==> src/rtl/fetch_target_queue_pkg.sv <==
// Shared configuration and BPU/FTQ bundle types for the fetch target queue.
// core_config sizes the queue; bpu_types carries the BPU-facing structs.
package core_config;
   localparam int FTQ_SIZE     = 8;
   localparam int FTQ_ID_WIDTH = $clog2(FTQ_SIZE);
   localparam int ADDR_W       = 32;
endpackage

package bpu_types;
   import core_config::*;

   localparam logic [1:0] BRANCH_TYPE_NONE = 2'd0;
   localparam logic [1:0] BRANCH_TYPE_COND = 2'd1;
   localparam logic [1:0] BRANCH_TYPE_JUMP = 2'd2;
   localparam logic [1:0] BRANCH_TYPE_RET  = 2'd3;

   localparam int FTB_IDX_W  = 4;
   localparam int BPU_META_W = 16;

   typedef struct packed {
      logic              valid;
      logic [ADDR_W-1:0] start_pc;
      logic [2:0]        length;
      logic              is_cross_cacheline;
      logic              predicted_taken;
   } ftq_block_t;

   typedef struct packed {
      logic                  ftb_hit;
      logic [FTB_IDX_W-1:0]  ftb_hit_index;
      logic [BPU_META_W-1:0] bpu_meta;
   } bpu_ftq_meta_t;

   typedef struct packed {
      logic                  valid;
      logic [ADDR_W-1:0]     start_pc;
      logic                  is_cross_cacheline;
      logic                  predicted_taken;
      logic [BPU_META_W-1:0] bpu_meta;
      logic                  ftb_hit;
      logic [FTB_IDX_W-1:0]  ftb_hit_index;
      logic                  is_taken;
      logic [1:0]            branch_type;
      logic [ADDR_W-1:0]     jump_target_address;
      logic [ADDR_W-1:0]     fall_through_address;
      logic                  ftb_dirty;
   } ftq_bpu_meta_t;
endpackage

package fetch_target_queue_pkg;
   localparam int PERF_N = 4;

   typedef enum logic [1:0] {
      PERF_FULL    = 2'd0,
      PERF_P1      = 2'd1,
      PERF_REWIND  = 2'd2,
      PERF_COMMIT  = 2'd3
   } perf_idx_e;
endpackage

==> src/rtl/fetch_target_queue.sv <==
// Fetch target queue between BPU and IFU, with in-order commit training.
// Optional event counters on perf_o when FTQ_PERF_CNT_EN is defined.
module fetch_target_queue
   import core_config::*;
   import bpu_types::*;
   import fetch_target_queue_pkg::*;
#(
   parameter int QUEUE_SIZE = FTQ_SIZE,
   parameter int ADDR_WIDTH = ADDR_W
) (
   input  logic                          clk,
   input  logic                          rst,
   input  logic                          backend_flush_i,
   input  ftq_block_t                    bpu_p0_i,
   input  ftq_block_t                    bpu_p1_i,
   input  bpu_ftq_meta_t                 bpu_meta_i,
   output logic                          ftq_full_o,
   output ftq_block_t                    ifu_block_o,
   output logic [$clog2(QUEUE_SIZE)-1:0] ifu_id_o,
   input  logic                          ifu_accept_i,
   output logic                          ifu_flush_o,
   input  logic                          commit_valid_i,
   input  logic                          commit_is_taken_i,
   input  logic [1:0]                    commit_branch_type_i,
   input  logic [ADDR_WIDTH-1:0]         commit_jump_target_i,
   input  logic [ADDR_WIDTH-1:0]         commit_fall_through_i,
   input  logic                          commit_ftb_dirty_i,
`ifdef FTQ_PERF_CNT_EN
   output logic [PERF_N-1:0][31:0]       perf_o,
`endif
   output ftq_bpu_meta_t                 bpu_train_o
);

   localparam int IW = $clog2(QUEUE_SIZE);
   localparam int PW = IW + 1;

   ftq_block_t    entry_q [QUEUE_SIZE];
   bpu_ftq_meta_t meta_q  [QUEUE_SIZE];

   logic [PW-1:0] bpu_ptr_q, ifu_ptr_q, comm_ptr_q;
   logic [PW-1:0] bpu_last, count, comm_next;
   logic [IW-1:0] bpu_idx, last_idx, ifu_idx, comm_idx;
   logic          p0_en, p0_en_q, p1_ok, rewind;
   logic          ifu_valid, accept, full;
   ftq_bpu_meta_t train_d;

   assign bpu_last  = bpu_ptr_q - 1'b1;
   assign count     = bpu_ptr_q - comm_ptr_q;
   assign comm_next = comm_ptr_q + PW'(commit_valid_i);
   assign bpu_idx   = bpu_ptr_q[IW-1:0];
   assign last_idx  = bpu_last[IW-1:0];
   assign ifu_idx   = ifu_ptr_q[IW-1:0];
   assign comm_idx  = comm_ptr_q[IW-1:0];

   assign full      = (count == PW'(QUEUE_SIZE));
   assign ifu_valid = (ifu_ptr_q != bpu_ptr_q);
   assign accept    = ifu_accept_i & ifu_valid;

   // An override with nothing outstanding targets a retired entry; drop it.
   assign p1_ok  = bpu_p1_i.valid & ~backend_flush_i & (count != '0);
   assign p0_en  = bpu_p0_i.valid & ~full & ~bpu_p1_i.valid
                 & ~backend_flush_i;
   assign rewind = p1_ok & (ifu_ptr_q == bpu_ptr_q);

   assign ftq_full_o = full;
   assign ifu_id_o   = ifu_idx;

   always_comb begin
      ifu_block_o       = entry_q[ifu_idx];
      ifu_block_o.valid = ifu_valid;
   end

   always_comb begin
      train_d = '0;
      if (commit_valid_i) begin
         train_d.valid                = 1'b1;
         train_d.start_pc             = entry_q[comm_idx].start_pc;
         train_d.is_cross_cacheline   = entry_q[comm_idx].is_cross_cacheline;
         train_d.predicted_taken      = entry_q[comm_idx].predicted_taken;
         train_d.bpu_meta             = meta_q[comm_idx].bpu_meta;
         train_d.ftb_hit              = meta_q[comm_idx].ftb_hit;
         train_d.ftb_hit_index        = meta_q[comm_idx].ftb_hit_index;
         train_d.is_taken             = commit_is_taken_i;
         train_d.branch_type          = commit_branch_type_i;
         train_d.jump_target_address  = commit_jump_target_i;
         train_d.fall_through_address = commit_fall_through_i;
         train_d.ftb_dirty            = commit_ftb_dirty_i;
      end
   end

   always_ff @(posedge clk) begin
      if (!rst) begin
         bpu_ptr_q   <= '0;
         ifu_ptr_q   <= '0;
         comm_ptr_q  <= '0;
         p0_en_q     <= 1'b0;
         ifu_flush_o <= 1'b0;
         bpu_train_o <= '0;
         for (int i = 0; i < QUEUE_SIZE; i++) begin
            entry_q[i] <= '0;
            meta_q[i]  <= '0;
         end
      end else begin
         p0_en_q     <= p0_en;
         ifu_flush_o <= rewind;
         bpu_train_o <= train_d;
         comm_ptr_q  <= comm_next;

         if (p1_ok) begin
            entry_q[last_idx] <= bpu_p1_i;
         end else if (p0_en) begin
            entry_q[bpu_idx] <= bpu_p0_i;
         end
         // Meta for a block arrives one cycle after its P0 enqueue.
         if (p1_ok | p0_en_q) begin
            meta_q[last_idx] <= bpu_meta_i;
         end
         if (commit_valid_i) begin
            entry_q[comm_idx].valid <= 1'b0;
         end

         if (backend_flush_i) begin
            bpu_ptr_q <= comm_next;
            ifu_ptr_q <= comm_next;
         end else begin
            if (p0_en) begin
               bpu_ptr_q <= bpu_ptr_q + 1'b1;
            end
            if (rewind) begin
               ifu_ptr_q <= bpu_last;
            end else if (accept) begin
               ifu_ptr_q <= ifu_ptr_q + 1'b1;
            end
         end
      end
   end

`ifdef FTQ_PERF_CNT_EN
   logic [PERF_N-1:0][31:0] perf_q;

   always_ff @(posedge clk) begin
      if (!rst) begin
         perf_q <= '0;
      end else begin
         perf_q[PERF_FULL]   <= perf_q[PERF_FULL]   + 32'(full);
         perf_q[PERF_P1]     <= perf_q[PERF_P1]     + 32'(p1_ok);
         perf_q[PERF_REWIND] <= perf_q[PERF_REWIND] + 32'(rewind);
         perf_q[PERF_COMMIT] <= perf_q[PERF_COMMIT] + 32'(commit_valid_i);
      end
   end

   assign perf_o = perf_q;
`endif

`ifdef SIMULATION
   p1_on_empty: assert property (@(posedge clk) disable iff (!rst)
      !(bpu_p1_i.valid && !backend_flush_i && count == '0));
   commit_unissued: assert property (@(posedge clk) disable iff (!rst)
      !(commit_valid_i && comm_ptr_q == ifu_ptr_q));
`endif

endmodule

==> config.mk <==
export PLATFORM = sky130hd
export DESIGN_NAME = fetch_target_queue
export DESIGN_NICKNAME = d
export VERILOG_FILES = /design/src/rtl/fetch_target_queue_pkg.sv /design/src/rtl/fetch_target_queue.sv
export SDC_FILE = /design/constraint.sdc
export NUM_CORES = 1
export LEC_CHECK = 0
export CORE_MARGIN = 2
export CORE_UTILIZATION = 50
export CTS_CLUSTER_DIAMETER = 100
export DETAILED_ROUTE_END_ITERATION = 10
export MAX_ROUTING_LAYER = met4
export PLACE_DENSITY = 0.73
export SLEW_MARGIN = 0
export SYNTH_ARGS = -nofsm -noshare
export SYNTH_HDL_FRONTEND = slang
export SYNTH_SLANG_ARGS = --single-unit
==> constraint.sdc <==
create_clock -name clk -period 14.9 [get_ports clk]
set_input_delay 1.49 -clock clk [delete_from_list [all_inputs] [get_ports clk]]
set_output_delay 1.49 -clock clk [all_outputs]
set_load 0.01 [all_outputs]
==> results.toml <==
[final_layout]
syn2layout_area_growth_pct = 21.8
fin_area_um2 = 33800
n_antenna_cell = 0
fin_nets = 2424
drive_above_1_share = 0.170

[clock_network]
cts.clk_slew.worst_paths_ns = 0.06
numCtsBuffers = 61
ctsResizeCount = 0
post-cts-setup-buffers = 0
cts.path.max_buffers = 3
root_buffer = "clkbuf_16"
clock_sinks = 605
clkLatencyLatePin_ns = 0.68
tritoncts = "built"
htreeDepth = 2
postCtsHoldBufs = 0

[global_routing]
grt_max_degree = 82
grt_pass1_vias = 19700
grt_antenna_before_repair = 0
overflow = 0
grt_pass1_wl_mm = 116
track_usage = 0.276

[logic_synthesis]
syn-num-nets = 2198
ys.flop_type = "edfxtp_1"
synth_top_cell_area_share = 0.502
netlist_top_cells_area = "edfxtp_1, mux4_2, dfxtp_1"
ys_top_cells_by_count = "edfxtp_1, a21oi_1, mux4_2"
syn-mean-instance-area_um2 = 13.8
seq_area_frac_synth = 0.603
synth_edf_count = 464
yosysWarnings = 0
post-synth-top-area-cell = "edfxtp_1"
synth_seq_cells = 605
netlist_instances = 2020
synth_cell_types = 50
syn_area_um2 = 27800
synthArstFlopShare = 0
yosysMostFrequentCell = "edfxtp_1"

[routing]
drcViolationCount = 0
routedWlPerCell_um = 25.2
finalWirelength_mm = 76.8
vias = 19100
ant_nets = 0
viasPerCell = 6.26
drt-initial-drc-count = 2069
dr.pass1.iters = 6

[critical_path]
end_kind = "flip-flop"
cp.required_ns = 15.25
cp-startpoint = "rst"
arrival_ns = 5.66
cp-start-kind = "input pin"
critPathMaxFanout = 77
crit_type = "input pin to flip-flop"
r2r_start = "comm_ptr_q[1]$_SDFF_PN0_"

[outcome]
status = "finished, final reports clean"

[sta]
fin_skew_ns = 0.0636
slew_headroom = 0.129
setup_tns_ns = 0
slew_viol_final = 0
setup_viol = 0
rsz0062_at_grt = "no"
period_needed_ns = 5.31
worst_slack_ns = 9.59
period_share = 0.356
tightest_slew_ns = 1.31
max_freq_mhz = 188
hold_viol = 0

[hold_path]
worstHoldStart = "ifu_ptr_q[3]$_SDFFE_PN0N_"
hold_class = "flip-flop to flip-flop"

[die]
coreArea_um2 = 55000
rows = 86
die_w_um = 240
dieArea_um2 = 57500
ioPinCount = 337
die_h_um = 240
initial_core_util = 0.505

[pwr]
leakagePower_nw = 11.6
ir_worst_vdd_v = 0.000110
power_density_nw_per_um2 = 127

[place]
routabilityCongestion = 0.793
placed_cell_area_um2 = 31700
dp_slack_ns = 8.90
port_buffers = 336
dpl.hpwl_mm = 45.6

[run]
maxCapViolCount = 0
-- power by group --
| group | internal, W | switching [W] |
|---|---|---|
| registers | 0.00194 | 0.0000763 |
| logic | 0.000333 | 0.000367 |
| clock network | 0.000923 | 0.000672 |
-- critical path, cell delays in order --
cell and delay [ns]:
buf_2 0.68, buf_4 0.55, inv_2 0.22, nor2_4 0.11, buf_4 0.54, a211oi_2 0.25
o21bai_4 0.19, buf_4 0.72, a31oi_4 0.45, buf_4 0.42
-- worst paths after layout --
check / endpoint / slack [ns] / depth (start not counted)
worst max-delay path: entry_q[0][9]$_SDFFCE_PN0P_ / 9.59 / 10
worst min-delay path: ifu_ptr_q[3]$_SDFFE_PN0N_ / 0.60 / 2
worst max register to register: entry_q[0][9]$_SDFFCE_PN0P_ / 9.71 / 10
worst min register to register: ifu_ptr_q[3]$_SDFFE_PN0N_ / 0.60 / 2
-- cells in the final DEF, fill, tap and decap left out, drive strengths merged, types with 9 or more instances in the layout --
| cell type | Yosys | layout |
|---|---|---|
| a21boi | 37 | 37 |
| inv | 8 | 9 |
| clkinv | 1 | 17 |
| nor3 | 10 | 10 |
| nand2 | 123 | 123 |
| xnor2 | 10 | 10 |
| a31oi | 12 | 12 |
| edfxtp | 464 | 464 |
| mux4 | 184 | 184 |
| clkbuf | 140 | 89 |
| buf | 65 | 34 |
| clkdlybuf4s50 | 0 | 334 |
| o22ai | 75 | 75 |
| mux2 | 37 | 37 |
| and2 | 172 | 172 |
| a21oi | 357 | 357 |
| and3 | 111 | 111 |
| dfxtp | 141 | 141 |
-- per-stage QoR --
step | cells | hold slack [ns] | total power, W | util
finish | 3046 | 0.605 | 0.00431 | 0.615
global placement | 2929 | 0.589 | 0.00273 | 0.576
CTS | 3046 | 0.599 | 0.00433 | 0.615
global route | 3046 | 0.663 | 0.00444 | 0.615
detailed placement | 2931 | 0.588 | 0.00275 | 0.577
floorplan | 2020 | 0.547 | 0.00244 | -
-- kinds of logic (layout without fill, tap and decap cells) --
group | count (synthesis) | after routing | share of synthesized area
muxes | 222 | 222 | 0.165
xor gates and xnor gates | 17 | 17 | 0.00563
buffers and inverters | 214 | 492 | 0.0320
and+or+nand+nor | 452 | 452 | 0.0901
adders and majority gates | 8 | 8 | 0.00360
AOI/OAI and AO/OA | 502 | 502 | 0.101
DFF | 605 | 605 | 0.603
-- registers in the layout (all words and copies together), names as in the netlist, named ones only --
name         flops
entry_q        296
meta_q         168
bpu_train_o    124
bpu_ptr_q        4
comm_ptr_q       4
ifu_ptr_q        4
ifu_flush_o      1
p0_en_q          1
-- final cells by class --
type                       count  area [µm²]
clock buffer                  89        1750
clock inverter                26         350
fill                        4158       21200
inverter                       9        33.8
multi-input combinational   1201       10400
sequential                   605       16800
tap                          748         936
timing repair buffer         368        3610
-- layer usage --
metal / global-route usage / vias to the layer above / share of wire
met4: 0.105 / 0 / 0.038
met2: 0.453 / 1141 / 0.49
met1: 0.342 / 9511 / 0.37
met5: - / - / 0
li1: - / 8219 / -
met3: 0.0507 / 203 / 0.097
Power figures use the tool's default switching activity.
